[config.mk]
export PLATFORM = sky130hd
export DESIGN_NAME = io_timer
export DESIGN_NICKNAME = d
export VERILOG_FILES = /design/src/rtl/io_timer.sv
export SDC_FILE = /design/constraint.sdc
export NUM_CORES = 1
export LEC_CHECK = 0
export BUFFER_PORTS_ARGS = -buffer_cell sky130_fd_sc_hd__buf_2
export CAP_MARGIN = 15
export CORE_MARGIN = 5
export CORE_UTILIZATION = 30
export DETAILED_ROUTE_END_ITERATION = 7
export GPL_TIMING_DRIVEN = 0
export PLACE_DENSITY = 0.49
export RECOVER_POWER = 50
export SYNTH_ARGS = -nofsm -noshare
export SYNTH_HDL_FRONTEND = slang
export SYNTH_SLANG_ARGS = --single-unit
[constraint.sdc]
create_clock -name clk -period 3 [get_ports clk]
set_input_delay 0.45 -clock clk [delete_from_list [all_inputs] [get_ports clk]]
set_output_delay 0.45 -clock clk [all_outputs]
set_load 0.01 [all_outputs]
[src/rtl/io_timer.sv]
// Memory-mapped prescaled timer with compare-match interrupt and an 8-word register window.
// Build option: define IO_TIMER_AUTORELOAD_EN for periodic mode; without it the timer is one-shot.
module io_timer #(
   parameter logic [15:0] BASE_ADDR = 16'hFF00
) (
   input  logic        clk,
   input  logic        reset,
   input  logic [15:0] addresses,
   input  logic        we,
   input  logic        re,
   input  logic [15:0] data_in,
   output logic [15:0] data_out,
   output logic        data_oe,
   output logic        irq
);

   localparam logic [2:0] OFF_CTRL     = 3'd0;
   localparam logic [2:0] OFF_PRESCALE = 3'd1;
   localparam logic [2:0] OFF_COMPARE  = 3'd2;
   localparam logic [2:0] OFF_COUNT    = 3'd3;
   localparam logic [2:0] OFF_STATUS   = 3'd4;

   logic        en_q, en_d;
   logic        ie_q, ie_d;
   logic [15:0] prescale_q, prescale_d;
   logic [15:0] compare_q, compare_d;
   logic [15:0] count_q, count_d;
   logic [15:0] pcnt_q, pcnt_d;
   logic        match_q, match_d;
   logic        missed_q, missed_d;

   logic [15:0] offset_full;
   logic [2:0]  off;
   logic        in_win;
   logic        wr_ctrl, wr_prescale, wr_compare, wr_count, wr_status;
   logic        tick, match;
   logic [1:0]  w1c;
   logic [15:0] rdata;

   // Subtracting the base lets addresses below the window wrap to large offsets.
   assign offset_full = addresses - BASE_ADDR;
   assign in_win      = (offset_full[15:3] == 13'd0);
   assign off         = offset_full[2:0];

   assign wr_ctrl     = we && in_win && (off == OFF_CTRL);
   assign wr_prescale = we && in_win && (off == OFF_PRESCALE);
   assign wr_compare  = we && in_win && (off == OFF_COMPARE);
   assign wr_count    = we && in_win && (off == OFF_COUNT);
   assign wr_status   = we && in_win && (off == OFF_STATUS);

   // A COUNT write at a tick edge swallows that tick, including any match it would cause.
   assign tick  = en_q && (pcnt_q == prescale_q);
   assign match = tick && !wr_count && (count_q == compare_q);
   assign w1c   = wr_status ? data_in[1:0] : 2'b00;

   always_comb begin
      // NOTE: every next-state signal gets its hold value first, so no path can infer a latch.
      en_d       = en_q;
      ie_d       = ie_q;
      prescale_d = prescale_q;
      compare_d  = compare_q;
      count_d    = count_q;
      pcnt_d     = pcnt_q;

      if (en_q) begin
         pcnt_d = tick ? 16'd0 : pcnt_q + 16'd1;
      end
      if (tick) begin
         count_d = match ? 16'd0 : count_q + 16'd1;
      end

      if (wr_ctrl) begin
         en_d = data_in[0];
         ie_d = data_in[1];
         if (data_in[0] && !en_q) begin
            pcnt_d = 16'd0;
         end
      end
      if (wr_prescale) prescale_d = data_in;
      if (wr_compare)  compare_d  = data_in;
      if (wr_count) begin
         count_d = data_in;
         pcnt_d  = 16'd0;
      end

`ifndef IO_TIMER_AUTORELOAD_EN
      if (match) en_d = 1'b0;
`endif

      // Set beats a coincident write-1-to-clear.
      match_d  = match | (match_q & ~w1c[0]);
      missed_d = (match & match_q) | (missed_q & ~w1c[1]);
   end

   always_ff @(posedge clk or negedge reset) begin
      if (!reset) begin
         en_q       <= 1'b0;
         ie_q       <= 1'b0;
         prescale_q <= 16'h0000;
         compare_q  <= 16'hFFFF;
         count_q    <= 16'h0000;
         pcnt_q     <= 16'h0000;
         match_q    <= 1'b0;
         missed_q   <= 1'b0;
      end else begin
         // NOTE: non-blocking assignments so every register samples the pre-edge state.
         en_q       <= en_d;
         ie_q       <= ie_d;
         prescale_q <= prescale_d;
         compare_q  <= compare_d;
         count_q    <= count_d;
         pcnt_q     <= pcnt_d;
         match_q    <= match_d;
         missed_q   <= missed_d;
      end
   end

   assign irq = match_q & ie_q;

   always_comb begin
      rdata = 16'h0000;
      case (off)
         OFF_CTRL:     rdata = {14'd0, ie_q, en_q};
         OFF_PRESCALE: rdata = prescale_q;
         OFF_COMPARE:  rdata = compare_q;
         OFF_COUNT:    rdata = count_q;
         OFF_STATUS:   rdata = {14'd0, missed_q, match_q};
         default:      rdata = 16'h0000;
      endcase
   end

   assign data_oe  = re & in_win;
   assign data_out = data_oe ? rdata : 16'h0000;

endmodule

==> run_results.csv, run 1 <==
group,metric,value,unit
timing,finalCriticalPeriod,2808,ps
die,die_width,128.5,µm
logic_synthesis,seq_area_frac_synth,40.86,%
clock_tree,htreeDepth,3,
worst_setup_path,crit_type,"in2out",
worst_setup_path,arrival,2360,ps
run,maxCapViolCount,0,
drt,wl_per_cell,17.38,µm
clock_tree,clk_latency,330,ps
timing,finalHoldViolCount,0,
pwr,leakage,0.002141,µW
logic_synthesis,synth.cell_area,4214,µm²
global_routing,grt_overflow,0,
die,dieArea,16520,µm²
timing,fin_crit_sh,93.61,%
cells_and_area,fillers,1373,
timing,whs,413.1,ps
clock_tree,cts-root-buf,"clkbuf_16",
timing,rsz0062_at_grt,"false",
worst_setup_path,worstSetupStartpointType,"input port",
run_status,outcome,"completed",
drt,vias,3488,
cells_and_area,multi_input_area,2359,µm²
clock_tree,clk_pin_slew,50,ps
logic_synthesis,yosysWarnings,0,
drt,drt_first_iter_violations,336,
pwr,irDropWorstVdd,0.0002555,V
logic_synthesis,synthFlopType,"dfrtp_1",
drt,postRouteAntennaNets,0,
logic_synthesis,postSynthAreaPerCell,9.710,µm²
worst_setup_path,worst_setup_path_end_kind,"output pin",
die,io_pins,54,
clock_tree,cts_made_buffers,9,
die,core,13830,µm²
timing,final.setup.tns,0,ps
global_routing,track_usage,14.93,%
die,rows,43,
drt,drc,0,
hold_path,hp-class,"in2reg",
timing,fin_skew,6.207,ps
cells_and_area,area_growth_syn_to_layout,19.80,%
drt,vias_per_cell,5.077,
logic_synthesis,synth-seq-cells,68,
timing,fmax,356.1,MHz
cells_and_area,finish.utilization,36.51,%
place,io_buffer_count,53,
timing,slew_violations,0,
global_routing,grt_pass1_wl,19130,µm
timing,setup_viol,0,
cells_and_area,diodes,0,
cells_and_area,drive_above_1_share,29.59,%
global_routing,grt_max_degree,58,
worst_setup_path,crit_fanout,10,
clock_tree,tritoncts,"done",
drt,drt_first_pass_iters,5,
cells_and_area,layout_common_cells,"57 x nor2_1, 57 x buf_2, 52 x dfrtp_1",
logic_synthesis,synth-edff-count,0,
global_routing,antenna_found_initial,0,
global_routing,grt_pass1_vias,3557,
worst_setup_path,crit_required,2550,ps
pwr,powerDensity,414.1,nW/µm²
timing,tightestPinTransition,837.5,ps
cells_and_area,final_nets,542,
die,die_h,128.5,µm
place,place.gp.congestion,0.8809,
drt,drt-total-wl,11940,µm
die,initial_core_util,30.48,%
logic_synthesis,syn_nets,473,
logic_synthesis,syn_inst,434,
logic_synthesis,synth.distinct_cells,43,
place,hpwl,9140,µm
logic_synthesis,synthArstFlopShare,100.0,%
timing,relSlewSlack,44.17,%
clock_tree,clock_sinks,68,
cells_and_area,ff_latch_area,1722,µm²
clock_tree,clockBufferDepth,2,
worst paths after layout:
kind | startpoint | end | slack, ps | cells past startpoint
min in group asynchronous | reset | count_q[14] | 730 | 2
min | data_in[10] | compare_q[10] | 410 | 2
max reg2reg | count_q[3] | count_q[13] | 530 | 8
max | addresses[0] | data_out[8] | 190 | 7
min reg2reg | ie_q | ie_q | 550 | 1
max in group asynchronous | reset | compare_q[3] | 1460 | 3
state kept, by name, summed over array words and instances, names as in the netlist:
signal	cells
compare_q	16
count_q	16
en_q	1
ie_q	1
match_q	1
missed_q	1
pcnt_q	16
prescale_q	16
cell families after synthesis:
family                   Yosys count  synth area share, %
adder cells (fa/ha/maj)            3               0.8908
XOR/XNOR                          46                9.561
multiplexers                      53                14.07
buffers and inverters             34                3.236
AO/OA/AOI/OAI                     75                11.97
flip-flops                        68                40.86
AND/OR/NAND/NOR                  155                19.42
layout make-up:
cell class | instances | area share (%)
flip-flops and latches | 68 | 34.10
inverters | 9 | 0.6691
well taps | 180 | 4.461
multi-input cells | 332 | 46.72
clock buffers | 13 | 4.957
clock inverters | 2 | 0.6939
repair buffers | 59 | 6.394
plain buffers | 24 | 2.007
layer usage:
layer  vias up  part of all wire [%]  wire length (µm)  GRT usage [%]
met3        19                   2.9               346          2.491
li1       1703                     -                 -              -
met1      1711                    46              5436          19.35
met2        55                    49              5881          25.13
met5         -                     0                 0              0
met4         0                   2.3               276          5.435
report_power, final:
part,total [µW],internal [µW],switching (µW)
Combinational,121,46.1,75.1
Sequential,920,919,0.731
Clock,1050,661,388
Total,2090,1630,464
per-stage QoR:
| step | total power (µW) | worst slack (ps) | instances | cell area [µm²] |
|---|---|---|---|---|
| final | 2090 | 191.6 | 687 | 5049 |
| after global routing | 2170 | 28.72 | 687 | 5049 |
| after floorplan | 981.7 | 184.6 | 434 | 4214 |
| after CTS | 2115 | 50.21 | 687 | 5060 |
| after detailed placement | 1057 | -427.9 | 668 | 4735 |
| after global placement | 1051 | -384.1 | 667 | 4705 |
worst max-delay path: stages:
cell and delay, ps:
buf_2 110, buf_1 430, clkbuf_1 550, mux2_2 410
a22oi_1 200, nor2_1 60, buf_2 140
Yosys cell counts, drive strengths merged, types with 2 or more instances:
cell | n | area share [%]
nand4b | 2 | 0.56
inv | 9 | 0.80
and4 | 2 | 0.42
xor2 | 8 | 1.7
nor2 | 59 | 5.3
mux2 | 50 | 13
nand3 | 17 | 2.1
mux2i | 3 | 0.71
nand4 | 13 | 1.9
and3 | 5 | 0.74
o21ai | 6 | 0.71
dfrtp | 52 | 31
and2 | 4 | 0.59
ha | 3 | 0.89
o211ai | 14 | 2.5
nor3 | 8 | 1.1
xnor2 | 38 | 7.9
clkbuf | 17 | 1.5
nand2 | 14 | 1.2
a21oi | 18 | 2.1
nor4 | 10 | 2.2
buf | 8 | 0.92
nor2b | 13 | 1.9
dfstp | 16 | 10
a22oi | 28 | 5.0
a31oi | 4 | 0.59
or2 | 3 | 0.45
repair_timing:
action                                  in CTS  in global routing
resized for setup                            3                  2
pin swaps                                    2                  3
endpoints found under the setup margin      14                 11
endpoints found under the hold margin        8                  0
buffers inserted                             3                  0
hold buffers                                 1                  0
Power figures use the tool's default switching activity.
==> run 2: changes to the inputs <==
--- a/config.mk
+++ b/config.mk
@@ -6,12 +6,13 @@
 export NUM_CORES = 1
 export LEC_CHECK = 0
 export BUFFER_PORTS_ARGS = -buffer_cell sky130_fd_sc_hd__buf_2
-export CAP_MARGIN = 15
+export CELL_PAD_IN_SITES_DETAIL_PLACEMENT = 1
+export CELL_PAD_IN_SITES_GLOBAL_PLACEMENT = 1
 export CORE_MARGIN = 5
 export CORE_UTILIZATION = 30
 export DETAILED_ROUTE_END_ITERATION = 7
 export GPL_TIMING_DRIVEN = 0
-export PLACE_DENSITY = 0.49
+export PLACE_DENSITY = 0.59
 export RECOVER_POWER = 50
 export SYNTH_ARGS = -nofsm -noshare
 export SYNTH_HDL_FRONTEND = slang
==> run_results.csv, run 2 (synthesis results as in run 1) <==
group,metric,value,unit
worst_setup_path,crit_required,2550,ps
timing,fin_crit_sh,94.59,%
place,place.gp.congestion,0.8722,
cells_and_area,fillers,1615,
timing,rsz0062_at_grt,"false",
cells_and_area,instances_no_fill,687,
cells_and_area,final_nets,542,
die,die_width,128.5,µm
cells_and_area,diodes,0,
global_routing,grt_pass1_wl,20820,µm
clock_tree,htreeDepth,3,
pwr,leakage,0.002138,µW
drt,wl_per_cell,18.76,µm
place,io_buffer_count,53,
hold_path,hp-start,"data_in[8]",
die,initial_core_util,30.48,%
clock_tree,cts_made_buffers,9,
global_routing,grt_max_degree,52,
worst_setup_path,worst_setup_path_end_kind,"output pin",
worst_setup_path,arrival,2390,ps
clock_tree,clock_sinks,68,
timing,slew_violations,0,
clock_tree,tritoncts,"done",
global_routing,antenna_found_initial,0,
clock_tree,clockBufferDepth,2,
cells_and_area,drive_above_1_share,29.59,%
drt,vias_per_cell,5.236,
clock_tree,clk_latency,340,ps
hold_path,hp-class,"in2reg",
run_status,outcome,"completed",
clock_tree,cts-root-buf,"clkbuf_16",
die,io_pins,54,
drt,drt_first_pass_iters,4,
cells_and_area,area_growth_syn_to_layout,19.27,%
place,place_area,4735,µm²
cells_and_area,mostFrequentLayoutCell,"nor2_1",
worst_setup_path,crit_type,"in2out",
timing,finalHoldViolCount,0,
drt,vias,3597,
timing,setup_viol,0,
timing,tightestPinTransition,1164,ps
place,hpwl,9997,µm
global_routing,grt_pass1_vias,3857,
cells_and_area,layout_common_cells,"58 x nor2_1, 56 x buf_2, 52 x dfrtp_1",
worst_setup_path,crit_fanout,10,
timing,relSlewSlack,21.71,%
global_routing,track_usage,16.25,%
timing,finalCriticalPeriod,2838,ps
die,dieArea,16520,µm²
drt,drt-total-wl,12890,µm
die,core,13830,µm²
clock_tree,clk_pin_slew,60,ps
place,dpl.cell_count,668,
timing,fin_skew,10.03,ps
drt,drt_first_iter_violations,156,
drt,drc,0,
die,die_h,128.5,µm
worst_setup_path,startpoint,"addresses[0]",
run,maxCapViolCount,0,
drt,postRouteAntennaNets,0,
pwr,powerDensity,398.8,nW/µm²
worst_setup_path,reg2reg_from,"pcnt_q[4]",
global_routing,grt_overflow,0,
cells_and_area,design_area,5026,µm²
worst_setup_path,worstSetupStartpointType,"input port",
die,rows,43,
timing,fmax,352.4,MHz
pwr,irDropWorstVdd,0.0002434,V
run 2: cell count changes in the layout (fill, tap and decap cells not counted), sizes merged:
cell	previous run	this run
clkbuf	34	33
bufinv	1	0
clkinv	1	3
run 2: path summary, 6_finish.rpt:
check | endpoint | slack [ps] | cells past startpoint
min in group asynchronous | pcnt_q[3] | 870 | 2
setup / recovery | data_out[9] | 160 | 7
hold reg to reg | missed_q | 540 | 2
setup reg to reg | count_q[1] | 210 | 7
max in group asynchronous | compare_q[7] | 1240 | 3
hold / removal | compare_q[8] | 410 | 2
run 2: report_power, final:
group	internal (µW)	leakage, µW	switching [µW]	total [µW]
sequential	920	0.000803	0.778	920
combinational	46.1	0.00120	75.7	122
clock	573	0.000132	389	962
total	1540	0.00214	466	2000
run 2: what timing repair did:
item | CTS | global route
endpoints found under the setup margin | 14 | 10
hold endpoints to repair | 17 | 0
buffers inserted | 3 | 1
hold buffers | 1 | 0
pin swaps | 2 | 2
resized for setup | 1 | 4
run 2: worst max-delay path, stage by stage:
cell and delay, ps:
buf_2 120, buf_1 440, clkbuf_1 560, mux2_2 420, a22oi_1 180, nor2_1 70
buf_2 140
run 2: area by class of cell:
cell class              count  area, µm²  area share [%]
plain buffers              24      105.1           2.091
clock buffers              12      246.5           4.904
clock inverters             3      15.01          0.2987
inverters                   9      33.78          0.6721
multi-input cells         332       2350           46.75
flip-flops and latches     68       1722           34.25
well taps                 180      225.2           4.481
repair buffers             59      329.1           6.547
run 2: routing by layer:
metal / global-route usage (%) / up-vias / routed length (µm)
li1: - / 1698 / -
met1: 20.79 / 1832 / 5761
met2: 27.67 / 51 / 6571
met3: 2.034 / 16 / 291
met4: 6.918 / 0 / 261
met5: 0 / - / 0
run 2: per-stage QoR:
stage	hold slack, ps	utilization [%]	setup TNS [ps]	setup WS, ps	total power (µW)
after floorplan	154.4	-	0	184.6	981.7
after global placement	489.2	34.02	-3313	-401.0	1053
after detailed placement	354.0	34.24	-3686	-425.4	1060
after CTS	399.2	36.39	0	20.92	2039
after global routing	405.2	36.35	0	10.87	2077
final	409.7	36.35	0	162.3	2004
